[config.mk]
export PLATFORM = sky130hd
export DESIGN_NAME = addsub_cla_pipe
export DESIGN_NICKNAME = d
export VERILOG_FILES = /design/src/rtl/addsub_cla_pipe.sv
export SDC_FILE = /design/constraint.sdc
export NUM_CORES = 1
export LEC_CHECK = 0
export ABC_AREA = 1
export BUFFER_PORTS_ARGS = -buffer_cell sky130_fd_sc_hd__buf_4
export CORE_MARGIN = 2
export CORE_UTILIZATION = 52
export DETAILED_ROUTE_END_ITERATION = 10
export PLACE_DENSITY = 0.73
export SYNTH_ARGS = -nofsm -noshare
export SYNTH_HDL_FRONTEND = slang
export SYNTH_SLANG_ARGS = --single-unit
[constraint.sdc]
create_clock -name clk -period 3.57 [get_ports clk]
set_clock_uncertainty 0.05 [all_clocks]
set_input_delay 0.714 -clock clk [delete_from_list [all_inputs] [get_ports clk]]
set_output_delay 0.714 -clock clk [all_outputs]
set_load 0.005 [all_outputs]
[src/rtl/addsub_cla_pipe.sv]
// Pipelined signed/unsigned add/subtract: one GW-bit carry-lookahead group resolved per stage.
// Optional macro ADDSUB_SAT_EN: final stage saturates S on signed overflow.
module addsub_cla_pipe #(
    parameter int W  = 16,
    parameter int GW = 4
) (
    input  logic         clk,
    input  logic         rst,
    input  logic         in_valid,
    output logic         in_ready,
    input  logic [W-1:0] A,
    input  logic [W-1:0] B,
    input  logic         M,
    output logic         out_valid,
    input  logic         out_ready,
    output logic [W-1:0] S,
    output logic         C,
    output logic         V,
    output logic         Z,
    output logic         N
);
    localparam int NG = W / GW;

    logic                 adv;
    logic [NG-1:0]        v_in, m_in, c_in;
    logic [NG-1:0][W-1:0] a_in, b_in, s_in;
    logic [NG-1:0][W-1:0] s_d;
    logic [NG-1:0]        cout_d;
    logic                 cmsb_last;

    logic [NG-1:0]        valid_q, m_q, cout_q;
    logic [NG-1:0][W-1:0] a_q, b_q, s_q;

    logic [W-1:0]         res_d, res_q;
    logic                 v_d, z_d, n_d;
    logic                 c_q, v_q, z_q, n_q;

    // Every stage moves together; a stalled output freezes the whole pipe.
    assign adv      = !valid_q[NG-1] || out_ready;
    assign in_ready = adv;

    generate
        for (genvar gi = 0; gi < NG; gi++) begin : g_stage
            logic [GW-1:0] ga, gb, gp, gg;
            logic [GW:0]   gc;
            logic [W-1:0]  s_nxt;

            if (gi == 0) begin : g_src
                assign v_in[gi] = in_valid;
                assign m_in[gi] = M;
                assign c_in[gi] = M;
                assign a_in[gi] = A;
                assign b_in[gi] = B;
                assign s_in[gi] = '0;
            end else begin : g_src
                assign v_in[gi] = valid_q[gi-1];
                assign m_in[gi] = m_q[gi-1];
                assign c_in[gi] = cout_q[gi-1];
                assign a_in[gi] = a_q[gi-1];
                assign b_in[gi] = b_q[gi-1];
                assign s_in[gi] = s_q[gi-1];
            end

            assign ga = a_in[gi][gi*GW +: GW];
            assign gb = b_in[gi][gi*GW +: GW] ^ {GW{m_in[gi]}};
            assign gp = ga ^ gb;
            assign gg = ga & gb;

            // Flat sum-of-products lookahead: each carry depends only on G/P and the group carry-in.
            always_comb begin
                logic gen_acc;
                logic prop_acc;
                gen_acc = 1'b0;
                prop_acc = 1'b0;
                gc = '0;
                gc[0] = c_in[gi];
                for (int j = 0; j < GW; j++) begin
                    gen_acc  = gg[j];
                    prop_acc = gp[j];
                    for (int i = j - 1; i >= 0; i--) begin
                        gen_acc  = gen_acc | (prop_acc & gg[i]);
                        prop_acc = prop_acc & gp[i];
                    end
                    gc[j+1] = gen_acc | (prop_acc & c_in[gi]);
                end
            end

            always_comb begin
                s_nxt = s_in[gi];
                s_nxt[gi*GW +: GW] = gp ^ gc[GW-1:0];
            end

            assign s_d[gi]    = s_nxt;
            assign cout_d[gi] = gc[GW];

            if (gi == NG - 1) begin : g_last
                assign cmsb_last = gc[GW-1];
            end
        end
    endgenerate

    assign v_d = cout_d[NG-1] ^ cmsb_last;

    always_comb begin
        res_d = s_d[NG-1];
`ifdef ADDSUB_SAT_EN
        if (v_d) begin
            res_d = a_in[NG-1][W-1] ? {1'b1, {(W-1){1'b0}}} : {1'b0, {(W-1){1'b1}}};
        end
`endif
        z_d = (res_d == '0);
        n_d = res_d[W-1];
    end

    always_ff @(posedge clk or posedge rst) begin
        if (rst) begin
            valid_q <= '0;
            m_q     <= '0;
            cout_q  <= '0;
            a_q     <= '0;
            b_q     <= '0;
            s_q     <= '0;
            res_q   <= '0;
            c_q     <= 1'b0;
            v_q     <= 1'b0;
            z_q     <= 1'b0;
            n_q     <= 1'b0;
        end else if (adv) begin
            valid_q <= v_in;
            m_q     <= m_in;
            cout_q  <= cout_d;
            a_q     <= a_in;
            b_q     <= b_in;
            s_q     <= s_d;
            // Result/flags only change when a real result lands, so bubbles never disturb them.
            if (v_in[NG-1]) begin
                res_q <= res_d;
                c_q   <= cout_d[NG-1];
                v_q   <= v_d;
                z_q   <= z_d;
                n_q   <= n_d;
            end
        end
    end

    assign out_valid = valid_q[NG-1];
    assign S = res_q;
    assign C = c_q;
    assign V = v_q;
    assign Z = z_q;
    assign N = n_q;
endmodule

==> After elaboration in Yosys (flattened, before gate mapping) <==
Index checks and enable logic that the tools add are counted.
{ "op_classes": {"addsub": 0, "mul": 0, "div_mod_pow": 0, "order_cmp": 0, "eq_ne": 0, "n_shift": 0, "mux": 0, "bitwise_logic": 121, "n_reduce_logical": 4} }
{ "op_table": {"columns": ["operator", "n"], "rows": [
  ["$and 1x1->1", 64],
  ["$xor 4x4->4", 12],
  ["$or 1x1->1", 40],
  ["$and 4x4->4", 4],
  ["$logic_not 16->1", 1],
  ["$reduce_and 2->1", 1],
  ["$logic_not 1->1", 1],
  ["$logic_or 1x1->1", 1],
  ["$xor 1x1->1", 1]
]} }
{ "totals": {"reg_bits": 150, "latch_bits": 0, "ramBits": 0, "mem_bits_ro": 0, "inputBits": 37, "output_inout_bits": 22, "wordCells": 142, "n_memories": 0} }

==> Depth between registers and ports, before layout <==
{ "depth": {"depth_word": 8, "mapped_depth": 11, "depth_no_buf": 10} }

==> Least setup slack after synthesis <==
No wires, ideal clock.
{ "synth_path": {"path_kind": "input -> register", "from": "input M", "to": "register s_q (netlist bit g_stage[1].s_nxt[1])", "arrival_ns": 1.736, "path_slack_ns": 1.664, "stages": 7, "n_path_buf": 1, "path_cell_list": "buf_6 xor2_1 ha_1 inv_1 or2_2 nand3_1 o21ai_1"} }
{ "synth_via": {"elab_chain_len": 5, "elab_cells_between_ends": 6, "cone_classes": "6 x bitwise"} }
{ "synth_rtl": {"columns": ["element", "line", "source"], "rows": [
  ["start: declaration", "13", "input logic M,"],
  ["$xor 4x4->4", "65", "assign gb = b_in[gi][gi*GW +: GW] ^ {GW{m_in[gi]}};"],
  ["$xor 4x4->4", "66", "assign gp = ga ^ gb;"],
  ["$and 1x1->1", "84", "gc[j+1] = gen_acc | (prop_acc & c_in[gi]);"],
  ["$or 1x1->1", "84", null],
  ["$xor 4x4->4 *", "90", "s_nxt[gi*GW +: GW] = gp ^ gc[GW-1:0];"],
  ["end signal: assignment", "122", "s_q <= '0;"],
  ["end signal: assignment", "134", "s_q <= s_d;"],
  ["end: declaration", "32", "logic [NG-1:0][W-1:0] a_q, b_q, s_q;"]
]} }
Every way passes the cells marked *; elsewhere a longest branch is shown, timed or not.
A chain may end at the register's enable or synchronous reset.

==> Final worst setup path <==
{ "layout_path": {"from": "input out_ready", "to": "output in_ready"} }
{ "layout_via": {"elab_chain_len": 1} }
{ "layout_rtl": {"columns": ["element", "line", "source"], "rows": [
  ["start: declaration", "15", "input logic out_ready,"],
  ["$logic_or 1x1->1", "39", "assign adv = !valid_q[NG-1] || out_ready;"],
  ["end: declaration", "10", "output logic in_ready,"]
]} }
Every way passes these cells.

==> results by group <==
Outcome
  – Status: complete, no violations

Yosys
  – Register bit total from synthesis: 101
  – Count of flip-flops with a built-in enable after synthesis: 0
  – Cells after Synth: 537
  – Ys async rst share: 100%
  – Count leader, synth: nand2_1
  – Most frequent cells after synthesis: 202 x nand2_1, 101 x dfrtp_1, 48 x inv_1, 40 x o21ai_0
  – YS warnings: 0
  – Netlist cell types: 26
  – Syn_nets: 593
  – Top_reg_cell synth: dfrtp_1
  – Synth area leader: dfrtp_1
  – Top cell type's share of synthesized area: 54.0%
  – Mapped Area: 4680 µm²
  – Synth area leaders: dfrtp_1 54%, nand2_1 16%, ha_1 4.3%
  – Sequential area share after synthesis: 54.0%
  – Mean Syn Cell Area: 8.71 µm²

Timing
  – Setup total negative slack: 0 ns
  – Hold Fails Final Rpt: 0
  – Final period utilization: 61.8%
  – Setup violators final: 0
  – Actual slew at the worst max-slew pin: 0.518 ns
  – Max_slew headroom: 65.4%
  – Worst hold slack: 0.221 ns
  – Pins Over Slew Limit: 0
  – Max Freq: 453 MHz
  – Post-route minimum period: 2.21 ns
  – RSZ-0062 raised after global routing: false

CTS
  – Hold_buf cts: 0
  – Root buffer cell: clkbuf_8
  – Post-CTS Setup Bufs: 0
  – Max clock buf depth: 2
  – Clk pin slew, worst setup/hold paths: 0.10 ns
  – Clock latency at the later pin of the worst-skew pair: 0.37 ns
  – CTS H-tree depth: 3
  – TritonCTS clock tree: done
  – TritonCTS Buffers: 9
  – Post-CTS resize count: 0
  – CTS sink count: 101

Place
  – Placed Instances: 682
  – Number of port buffers: 58
  – GPL Wtd Cong: 0.812
  – Placed inst area: 5150 µm²
  – Dpl hpwl: 5750 µm

Cells and area
  – Layout cell share with drive strength beyond 1: 15.8%
  – Final Cell Area: 5330 µm²
  – Non-Filler Instances: 698
  – Nets@finish: 641
  – Antenna cells: 0
  – Post-Route Utilization: 61.1%
  – Area Overhead vs Synth: 13.9%

Drt
  – Routed length per placed instance: 11.7 µm
  – Vias post-DR: 3415
  – Initial DRT Pass Iterations: 4
  – Drt drc: 0
  – Drt total wl: 8190 µm
  – Detailed Route Iter0 Violations: 122
  – Vias per cell: 4.89
  – Antenna viol nets, final: 0

Global route
  – Initial antenna violation count: 0
  – First-pass GRT wire length: 14400 µm
  – Total global-route track usage: 18.1%
  – Vias in the first global route: 3234
  – Largest net degree at the start of global routing: 84
  – Total grt overflow: 0

Critical path
  – Crit-path max cell delay: 0.29 ns
  – Crit path launch type: primary input
  – Crit path kind: in2out
  – Launching point of the worst reg2reg path: valid_q[3]
  – Cell breakdown of the critical path: buf_4 -> inv_1 -> nand2_2 -> buf_4
  – CP required: 2.81 ns
  – CP Max Fanout: 29
  – Slowest CP cell: nand2_2
  – Critical Path AT: 1.44 ns
  – Worst setup EP type: output port
  – Critical Path Start: out_ready
  – CP dominant cell by count: buf_4

Floorplan
  – Die X: 98.8 µm
  – Std cell rows: 34
  – Die Area: 9770 µm²
  – Initial core utilization: 53.6%
  – Core box area: 8720 µm²
  – Num ports: 59
  – Die height: 98.8 µm

Power
  – Worst VDD drop: 0.315 mV
  – Sw power: 0.00192 W
  – Sw Share: 40.9%
  – Comb pwr share: 44.5%
  – Leakage Power: 2.83 nW
  – Clk pwr share: 14.4%
  – Pint: 0.00277 W
  – Sequential share of power: 41.1%
  – Power Density: 880 nW/µm²

Run
  – Max Cap Viol: 0

Min path
  – Min-delay worst type: in2async
[registers in the layout, summed over array words and instances, names as in the netlist]
register / count
g_stage.s_nxt: 24
valid_q: 4
b_in: 24
C: 1
m_q: 3
S: 16
V: 1
a_in: 24
cout_q: 3
Z: 1
[kinds of logic after synthesis]
group                    after synthesis  synth area share, %
AND/OR/NAND/NOR                      254                 21.9
flip-flops                           101                 54.0
buffers and inverters                 75                 7.38
AO/OA/AOI/OAI                         70                 7.70
adder cells (fa/ha/maj)               19                 5.56
XOR/XNOR                              18                 3.37
[placed cells by master (no fill, tap or decap), types with 3 or more instances in the layout]
cell / instances
clkbuf_8: 9
inv_1: 47
nor2_2: 3
nand2_2: 5
fa_1: 3
buf_4: 60
nand3_1: 17
ha_1: 16
a21oi_1: 9
nand3b_1: 5
o21ai_0: 40
dfrtp_1: 101
nand2_1: 202
o21ai_1: 17
xor2_1: 16
nor2_1: 17
[per-layer routing]
metal | track usage, % | share of wire, %
met4 | 6.64 | 1.4
met2 | 28.5 | 45
met1 | 24.7 | 49
met5 | 0 | 0
met3 | 4.33 | 4.5
[final timing paths]
kind | endpoint | slack (ns) | cells past startpoint
max | in_ready | 1.36 | 4
min | S[2] | 0.22 | 2
max reg2reg | S[14] | 1.62 | 5
min reg2reg | g_stage[2].s_nxt[4] | 0.43 | 2
max in group asynchronous | a_in[63] | 2.55 | 3
min in group clk | g_stage[2].s_nxt[4] | 0.43 | 2
[power by group through the flow]
stage | Clock, W | Combinational, W | Sequential [W]
6_report | 0.000675 | 0.00209 | 0.00193
2_1_floorplan | 0 | 0.00163 | 0.00187
3_3_place_gp | 0 | 0.00200 | 0.00194
3_5_place_dp | 0 | 0.00209 | 0.00196
5_1_grt | 0.000738 | 0.00242 | 0.00200
4_1_cts | 0.000694 | 0.00211 | 0.00193
[area by class of cell]
| type | instances | area [µm²] |
|---|---|---|
| Tap cell | 108 | 135 |
| Inverter | 50 | 190 |
| Clock buffer | 9 | 124 |
| Fill cell | 756 | 3390 |
| Sequential cell | 101 | 2530 |
| Multi-Input combinational cell | 361 | 1800 |
| Timing Repair Buffer | 62 | 490 |
| Clock inverter | 7 | 57.6 |
[per-stage QoR]
stage | worst slack [ns] | total power (W)
after floorplan | 0.159 | 0.00350
after global placement | 1.30 | 0.00395
after detailed placement | 1.23 | 0.00405
after CTS | 1.36 | 0.00474
after global routing | 1.29 | 0.00515
final | 1.36 | 0.00469
[critical path, delay by kind of cell]
family | cells | cell delay [ns]
buf+inv | 3 | 0.44
simple gates | 1 | 0.29
Note: power is estimated with default switching activity, not from simulation.
